File: config.mk
export PLATFORM = sky130hd
export DESIGN_NAME = instr_fetch_unit
export DESIGN_NICKNAME = d
export VERILOG_FILES = /design/src/rtl/fetch_pkg.sv /design/src/rtl/instr_fetch_unit.sv
export SDC_FILE = /design/constraint.sdc
export NUM_CORES = 1
export LEC_CHECK = 0
export CORE_UTILIZATION = 47
export CTS_BUF_LIST = sky130_fd_sc_hd__clkbuf_4
export DETAILED_ROUTE_END_ITERATION = 16
export GPL_TIMING_DRIVEN = 0
export PLACE_DENSITY_LB_ADDON = 0.08
export SLEW_MARGIN = 30
export SYNTH_ARGS = -nofsm -noshare
export SYNTH_HDL_FRONTEND = slang
export SYNTH_SLANG_ARGS = --single-unit
File: constraint.sdc
create_clock -name clk -period 4.6 [get_ports clk]
set_input_delay 0.69 -clock clk [delete_from_list [all_inputs] [get_ports clk]]
set_output_delay 0.69 -clock clk [all_outputs]
set_load 0.01 [all_outputs]
File: src/rtl/fetch_pkg.sv
// fetch_pkg
// Shared definitions for the instruction fetch unit: FSM state encoding,
// instruction size and the PC alignment mask, plus an alignment helper.
package fetch_pkg;

    typedef enum logic [1:0] {
        REQ       = 2'd0,
        WAIT_RESP = 2'd1,
        HOLD      = 2'd2,
        FAULT     = 2'd3
    } fetch_state_e;

    localparam int         INSTR_BYTES = 4;
    localparam logic [1:0] ALIGN_MASK  = 2'b11;

    // True when the address is a legal instruction address (word aligned).
    function automatic logic is_aligned(input logic [31:0] addr);
        return ((addr[1:0] & ALIGN_MASK) == 2'b00);
    endfunction

endpackage

File: src/rtl/instr_fetch_unit.sv
// instr_fetch_unit
// Owns the program counter and fetches one 32-bit instruction per PC over a
// valid/ready request channel with a variable-latency single-pulse response.
// The fetched word is held for decode; on decode accept the selector's
// next_pc is loaded into the PC, or a sticky fault is raised if it is not
// word aligned.
//
// Ports:
//   clk, reset      clock and synchronous active-high reset
//   next_pc         next PC from the branch/jump selector (used on accept)
//   instr_addr      current PC
//   mem_req_*       fetch request channel (valid/ready, address = PC)
//   mem_resp_*      fetch response (valid pulse + data)
//   instr_valid/ready, instr   instruction handoff to decode
//   fault, fault_addr          sticky misaligned-target fault and its address
//   instr_count     number of instructions accepted by decode (wraps)
module instr_fetch_unit
    import fetch_pkg::*;
#(
    parameter logic [31:0] RESET_VECTOR = 32'h0000_0000
) (
    input  logic        clk,
    input  logic        reset,
    input  logic [31:0] next_pc,
    output logic [31:0] instr_addr,
    output logic        mem_req_valid,
    input  logic        mem_req_ready,
    output logic [31:0] mem_req_addr,
    input  logic        mem_resp_valid,
    input  logic [31:0] mem_resp_data,
    output logic        instr_valid,
    input  logic        instr_ready,
    output logic [31:0] instr,
    output logic        fault,
    output logic [31:0] fault_addr,
    output logic [31:0] instr_count
);

    fetch_state_e state_q, state_d;
    logic [31:0]  pc_q, pc_d;
    logic [31:0]  instr_q, instr_d;
    logic [31:0]  count_q, count_d;
    logic         fault_q, fault_d;
    logic [31:0]  fault_addr_q, fault_addr_d;
    logic         req_valid_q;
    logic         instr_valid_q;

    // Next-state and datapath update logic for the fetch FSM.
    always_comb begin
        state_d      = state_q;
        pc_d         = pc_q;
        instr_d      = instr_q;
        count_d      = count_q;
        fault_d      = fault_q;
        fault_addr_d = fault_addr_q;
        case (state_q)
            REQ: begin
                // Any response seen here is stray and deliberately ignored.
                if (mem_req_ready) begin
                    state_d = WAIT_RESP;
                end else begin
                    state_d = REQ;
                end
            end
            WAIT_RESP: begin
                if (mem_resp_valid) begin
                    instr_d = mem_resp_data;
                    state_d = HOLD;
                end else begin
                    state_d = WAIT_RESP;
                end
            end
            HOLD: begin
                if (instr_ready) begin
                    count_d = count_q + 32'd1;
                    if (is_aligned(next_pc)) begin
                        pc_d    = next_pc;
                        state_d = REQ;
                    end else begin
                        // PC keeps the address of the instruction that branched badly.
                        fault_addr_d = next_pc;
                        fault_d      = 1'b1;
                        state_d      = FAULT;
                    end
                end else begin
                    state_d = HOLD;
                end
            end
            FAULT: begin
                state_d = FAULT;
            end
            default: begin
                state_d = REQ;
            end
        endcase
    end

    // State and datapath registers with synchronous reset.
    always_ff @(posedge clk) begin
        if (reset) begin
            state_q      <= REQ;
            pc_q         <= RESET_VECTOR;
            instr_q      <= 32'd0;
            count_q      <= 32'd0;
            fault_q      <= 1'b0;
            fault_addr_q <= 32'd0;
        end else begin
            state_q      <= state_d;
            pc_q         <= pc_d;
            instr_q      <= instr_d;
            count_q      <= count_d;
            fault_q      <= fault_d;
            fault_addr_q <= fault_addr_d;
        end
    end

    // Handshake outputs registered from the next state so they exactly track
    // the state register without a decode path on the output.
    always_ff @(posedge clk) begin
        if (reset) begin
            req_valid_q   <= 1'b1;
            instr_valid_q <= 1'b0;
        end else begin
            req_valid_q   <= (state_d == REQ);
            instr_valid_q <= (state_d == HOLD);
        end
    end

    assign instr_addr    = pc_q;
    assign mem_req_addr  = pc_q;
    assign mem_req_valid = req_valid_q;
    assign instr_valid   = instr_valid_q;
    assign instr         = instr_q;
    assign fault         = fault_q;
    assign fault_addr    = fault_addr_q;
    assign instr_count   = count_q;

endmodule
Word-level counts from Yosys, hierarchy flattened:

Index checks and enable logic that the tools add are counted.

* reductions and logical operators: 7
* add/sub/neg operators: 1
* mux-type cells: 5
* equal/unequal tests: 4
* bitwise gates (word level): 1

Operators with widths (count)
* $add 32x1->32 const B: 1
* $pmux 2 s4: 1
* $eq 2x2->1 const B: 3
* $logic_not 2->1: 3
* $mux 2: 3
* $reduce_and 3->1: 2
* $reduce_and 2->1: 2
* $eq 2x1->1 const B: 1
* $mux 1: 1
* $not 1->1: 1

* logic and storage cells: 26
* bits in registers: 133
* output and inout port bits: 163
* bits of input ports: 69

Logic depth before layout (Yosys ltp):

Gate-level depths: netlist of the first run.

* depth after elaboration: 5
* gate-level depth with buffers: 7

Worst setup path after synthesis of the first run:

OpenSTA, ideal clock, no wires.

* path kind: reg2reg
* from: reg count_q[9], in the netlist instr_count[9]
* to: reg count_q[20], in the netlist instr_count[20]
* path buffers: 0
* setup time: 121 ps
* setup slack: 2605 ps
* cell stages (with the launch flop): 5
* data arrival time: 1874 ps
* period minus slack after synthesis: 1995 ps
* data required time: 4479 ps
* cells stage by stage: dfxtp_1 nand4_2 or4_2 nor4_1 mux2_2

* longest elaborated chain between the ends: 1

RTL lines
* start: declaration: RTL line instr_fetch_unit.sv:42 `logic [31:0] count_q, count_d;`
* start signal: assignment: RTL line instr_fetch_unit.sv:111 `count_q <= count_d;`
* $add 32x1->32: RTL line instr_fetch_unit.sv:75 `count_d = count_q + 32'd1;`

No other way between the ends.
A chain may end at the register's enable or synchronous reset.

Worst setup path in the final report of the first run:

* from: in instr_ready
* to: reg pc_q[20], in the netlist instr_addr[20]

* longest elaborated chain between the ends: 1

RTL lines
* start: declaration: RTL line instr_fetch_unit.sv:32 `input logic instr_ready,`
* $reduce_and 3->1 (no line)
* end signal: assignment: RTL line instr_fetch_unit.sv:109 `pc_q <= pc_d;`
* end: declaration: RTL line instr_fetch_unit.sv:40 `logic [31:0] pc_q, pc_d;`

No other way between the ends.

==> results of run 1 <==
[flip-flops by register name (all words and copies together) (netlist names)]
signal / count
fault: 1
fault_addr: 32
instr: 32
instr_addr: 32
instr_count: 32
instr_valid: 1
mem_req_valid: 1
state_q: 2
[critical path, cell delays in order]
cell and delay [ns]:
clkdlybuf4s50_1 0.55, and3b_2 0.21, buf_2 0.21, buf_1 0.39
nand2_1 0.16, clkbuf_1 0.27, nand2_1 0.15, a21oi_1 0.08
[power by group]
group | total, mW | switching [mW] | leakage, nW | internal (mW)
Combinational | 0.224 | 0.103 | 1.53 | 0.121
Sequential | 1.19 | 0.0168 | 1.07 | 1.18
Clock | 0.714 | 0.384 | 0.141 | 0.330
[cells in the mapped netlist, types with 7 or more instances]
library cell and n:
o21ai_0 10, dfxtp_1 133, a21oi_1 117, nor2_1 18, o31ai_1 12, clkbuf_1 30, nand2_1 200, nand4_1 12
nand3_1 11, buf_4 34, or4_1 11, inv_1 7
[path summary, 6_finish.rpt]
| kind | endpoint | cells past startpoint | start | slack [ns] |
|---|---|---|---|---|
| worst max register to register | instr_count[27] | 5 | instr_count[9] | 2.47 |
| worst min-delay path | fault_addr[29] | 2 | fault_addr[29] | 0.46 |
| worst min register to register | fault_addr[29] | 2 | fault_addr[29] | 0.46 |
| worst max-delay path | instr_addr[20] | 8 | instr_ready | 2.26 |
[area by class of cell]
class | instances | share of cell area
plain buffers | 71 | 0.05341
clock buffers | 21 | 0.01974
clock inverters | 8 | 0.01081
inverters | 7 | 0.003289
multi-input cells | 440 | 0.2693
flip-flops and latches | 133 | 0.3333
well taps | 140 | 0.02193
repair buffers | 230 | 0.2882
[through the flow]
step           std cells  hold WS [ns]
5_1_grt             1050        0.4811
2_1_floorplan        651        0.4797
6_report            1050        0.4566
4_1_cts             1050        0.4607
3_5_place_dp        1021        0.4471
3_3_place_gp        1021        0.4409
[routing by layer]
| layer | part of all wire | vias to the layer above | routed length (um) |
|---|---|---|---|
| li1 | - | 2662 | - |
| met3 | 0.082 | 20 | 1271 |
| met4 | 0.020 | 0 | 306 |
| met2 | 0.50 | 216 | 7810 |
| met5 | 0 | - | 0 |
| met1 | 0.40 | 2495 | 6170 |
[logic make-up (layout without fill, tap and decap cells)]
family,count (synthesis),after routing,share of synthesized area
compound gates,141,141,0.1411
mux,3,3,0.006414
simple gates,287,287,0.2452
fa+ha+maj,1,1,0.002375
buf+inv,78,337,0.08601
xor+xnor,8,8,0.01331
flops,133,133,0.5056
==> metrics.md, run 1 <==
| Metric | Value |
|---|---|
| Run status | `finished, final reports clean` |
| Util after Layout | `0.7336` |
| Pre-Repair DR Iteration Count | `5` |
| Commonest non-fill, non-tap cell in the layout | `clkdlybuf4s50_1` |
| Async SR Flop Fraction | `0` |
| Die Wd | `107.9 um` |
| Total GRT Usage | `0.2696` |
| Synthesized net count | `721` |
| Post-CTS Hold Buffers | `0` |
| Worst VDD drop | `0.1822 mV` |
| Max-slew violations | `0` |
| Root Buffer | `clkbuf_4` |
| DP Area | `7744 um^2` |
| Die Span Y | `between 100 and 150 um` |
| Syn avg cell area | `8.090 um^2` |
| Initial antenna violation count | `0` |
| H-tree depth | `4` |
| Unique masters post-synth | `41` |
| Yosys top cell by area | `dfxtp_1` |
| Worst slew margin | `0.5346` |
| CP endpoint kind | `register` |
| Clock latency on the worst-skew pair | `0.52 ns` |
| Gpl congestion | `0.8036` |
| CTS tree | `built` |
| CORE AREA | `10,890 um^2` |
| Setup slack at placement | `1.728 ns` |
| Register Area | `about 2700 um^2` |
| Seq cells post-synth | `~130` |
| Layer with the highest usage | `met2` |
| Number of port buffers | `between 200 and 250` |
| DIE AREA | `11,630 um^2` |
| Synth area leaders | `dfxtp_1 (51%), nand2_1 (14%), a21oi_1 (11%)` |
| Most frequent cells in the layout | `clkdlybuf4s50_1 (230), nand2_1 (200), dfxtp_1 (133)` |
| First-pass GRT wire length | `24,290 um` |
| Post-DR vias/cell | `5.136` |
| Final instance area | `7988 um^2` |
| CP required | `4.98 ns` |
| Most used DFF post-synth | `dfxtp_1` |
| Hold WC Path Type | `reg -> reg` |
| Detailed Place HPWL | `11,920 um` |
| Drt drc | `0` |
| Total number of vias | `5,393` |
| Power, Total | `2.131 mW` |
| Initial Util | `0.4837` |
| Synth Instances | `651` |
| Num CTS Buffers | `17` |
| Final TNS setup | `0 ns` |
| Final WS setup | `between 2 and 2.5 ns` |
| Final period utilization | `0.5094` |
| Final setup viols | `0` |
| # diodes | `0` |
| Largest net degree at the start of global routing | `17` |
| FMAX | `426.8 MHz` |
| Worst slew pin tran | `0.6907 ns` |
| Fill cells | `888` |
| Setup Fix Bufs, Post-CTS | `0` |
| Ys Warns | `0` |
| Power density over the cells | `266.8 nW/um^2` |
| Top Ports | `232` |
| Post_cts resized | `0` |
| Antenna Nets Post-Route | `0` |
| Total grt overflow | `0` |
| Mapped Area | `approximately 5300 um^2` |
| Share of cells above drive strength 1 | `0.08791` |
| RSZ-0062 raised after global routing | `no` |
| Num rows | `38` |
| Clock Tree Buf Depth | `2` |
| Clock Skew | `0.01489 ns` |
| Critical Path AT | `2.72 ns` |
| Number of flops mapped to enable cells by yosys | `0` |
| Area of the multi-input gates | `2151 um^2` |
| Startpoint types | `input port` |
| Clock slew at reported path FFs | `0.10 ns` |
| Share of the synthesized area in the top cell type | `0.5056` |
| P&R area growth vs syn | `51.67%` |
| Max-cap violations | `0` |
| Routed wire per std cell | `14.82 um` |
| Met2 GRT Util | `0.4689` |
| WS Path Type | `in -> reg` |
| Met3 Use GR | `0.09443` |
| Crit-path max FO | `10` |
| Final #Nets | `970` |
| Initial DRC Count | `between 200 and 250` |
| Leak Pwr | `2.745 nW` |
| Sequential share of the synthesized area | `0.5056` |
| Grt met1 use | `0.2980` |
| Final Hold Vio Count | `0` |
| Vias in the first global route | `5,125` |
| Total Routed Length | `approximately 16,000 um` |
| Fin crit period | `roughly 2.3 ns` |
| CTS sink count | `133` |
(Power assumes the default switching activity.)
==> run 2: changes to the inputs <==
--- a/config.mk
+++ b/config.mk
@@ -5,7 +5,7 @@
 export SDC_FILE = /design/constraint.sdc
 export NUM_CORES = 1
 export LEC_CHECK = 0
-export CORE_UTILIZATION = 47
+export CORE_UTILIZATION = 39
 export CTS_BUF_LIST = sky130_fd_sc_hd__clkbuf_4
 export DETAILED_ROUTE_END_ITERATION = 16
 export GPL_TIMING_DRIVEN = 0
==> constraint.sdc (replaced) <==
create_clock -name clk -period 2.1 [get_ports clk]
set_input_delay 0.315 -clock clk [delete_from_list [all_inputs] [get_ports clk]]
set_output_delay 0.315 -clock clk [all_outputs]
set_load 0.01 [all_outputs]
==> metrics.md, run 2 (synthesized netlist as in run 1, its figures left out) <==
| Metric | Value |
|---|---|
| Worst slew pin tran | `~0.63 ns` |
| Share of cells above drive strength 1 | `0.1072` |
| Fin crit period | `1.994 ns` |
| Power density over the cells | `560.0 nW/um^2` |
| Run status | `finished, final reports clean` |
| Metal2 WL | `between 7000 and 8000 um` |
| Top Layer Used | `met4` |
| Max-slew violations | `0` |
| Initial antenna violation count | `0` |
| FMAX | `about 500 MHz` |
| Comb pwr share | `0.108` |
| CTS tree | `built` |
| Total GRT Usage | `0.2264` |
| Clock share of power | `0.314` |
| # diodes | `0` |
| Power, Total | `between 4 and 5 mW` |
| Startpoint types | `register` |
| Top Ports | `232` |
| Drt drc | `0` |
| Post-DR vias/cell | `about 5` |
| Critical Path AT | `2.45 ns` |
| Clock slew at reported path FFs | `about 0.11 ns` |
| Clock latency on the worst-skew pair | `0.52 ns` |
| Num rows | `42` |
| Final instance area | `8073 um^2` |
| Int Power | `3.425 mW` |
| Final Hold Vio Count | `0` |
| Post-CTS Hold Buffers | `0` |
| H-tree depth | `4` |
| Worst slew margin | `0.5748` |
| Antenna Nets Post-Route | `0` |
| Most frequent cells in the layout | `clkdlybuf4s50_1 (230), nand2_1 (200), dfxtp_1 (127)` |
| Num CTS Buffers | `17` |
| First-pass GRT wire length | `25,140 um` |
| CTS sink count | `133` |
| Max-cap violations | `0` |
| Die Wd | `118.2 um` |
| Die Span Y | `118.2 um` |
| Vias in the first global route | `5,118` |
| Total number of vias | `approximately 5,400` |
| CP required | `2.56 ns` |
| Hold Slack | `0.2313 ns` |
| DP Area | `7789 um^2` |
| Routed wire per std cell | `14.32 um` |
| Total Routed Length | `15,610 um` |
| CP endpoint kind | `register` |
| Final period utilization | `0.9496` |
| P&R area growth vs syn | `53.29%` |
| Pre-Repair DR Iteration Count | `6` |
| Total grt overflow | `0` |
| Final setup viols | `0` |
| Largest net degree at the start of global routing | `17` |
| Switching power | `1.095 mW` |
| Routed wire length on met3 | `about 1300 um` |
| Seq pwr share | `0.578` |
| WS Path Type | `reg -> reg` |
| Gpl congestion | `0.8007` |
| Hold WC Path Type | `in -> reg` |
| Number of port buffers | `230` |
| Worst VDD drop | `0.3790 mV` |
| Leak Pwr | `2.782 nW` |
| DIE AREA | `13,970 um^2` |
| CORE AREA | `13,190 um^2` |
| Wl on met1 | `6446 um` |
| Switching Share | `0.2422` |
| Clock Tree Buf Depth | `2` |
| Crit-path max FO | `10` |
| Final #Nets | `between 900 and 1,000` |
| Commonest non-fill, non-tap cell in the layout | `clkdlybuf4s50_1` |
| Detailed Place HPWL | `between 10,000 and 15,000 um` |
| Root Buffer | `clkbuf_4` |
| Initial Util | `0.3993` |
| Initial DRC Count | `308` |
| Clock Skew | `0.01109 ns` |
## run 2: layout make-up
type	count	area [um^2]
fillers	1162	5117
clock buffers	20	150.1
well taps	176	220.2
multi-input cells	440	2167
plain buffers	71	432.9
repair buffers	235	2340
clock inverters	8	63.81
inverters	7	26.28
flip-flops and latches	133	2673
## run 2: routing by layer
metal,GRT usage,vias to the layer above
met4,0.07051,0
met3,0.08591,23
met1,0.2627,2461
met5,0,-
li1,-,2682
met2,0.3838,206
## run 2: through the flow
stage,setup WS [ns],setup TNS (ns),utilization,instances
final,0.1059,0,0.6120,1090
after global routing,-0.001823,-0.002738,0.6120,1090
after detailed placement,-0.3969,-16.15,0.5905,1057
after global placement,-0.3613,-14.58,0.5905,1057
after floorplan,0.1054,0,-,651
after CTS,0.006471,0,0.6072,1085
## run 2: worst max-delay path: stages, from the launching register on
cell	delay, ns
dfxtp_2	0.39
nand4_4	0.15
or4_4	0.61
buf_6	0.17
or4_1	0.47
a21oi_1	0.15
## run 2: path summary, 6_finish.rpt
| kind | startpoint | cells after the start | slack (ns) | endpoint |
|---|---|---|---|---|
| worst max-delay path | instr_count[10] | 5 | 0.11 | instr_count[27] |
| worst min-delay path | reset | 2 | 0.23 | state_q[0] |
| worst max register to register | instr_count[10] | 5 | 0.11 | instr_count[27] |
| worst min register to register | instr[0] | 2 | 0.46 | instr[0] |
## run 2: timing repair
action	in CTS	in global routing
resized for setup	4	15
setup buffers	0	5
pin swaps	0	3
endpoints found under the setup margin	22	42
## run 2: power by group through the flow
| stage | Combinational [mW] | Clock (mW) | Sequential (mW) |
|---|---|---|---|
| finish | 0.489 | 1.42 | 2.61 |
| floorplan | 0.160 | 0 | 2.69 |
| CTS | 0.491 | 1.48 | 2.61 |
| detailed placement | 0.487 | 0 | 2.67 |
| global route | 0.533 | 1.57 | 2.62 |
| global placement | 0.482 | 0 | 2.67 |
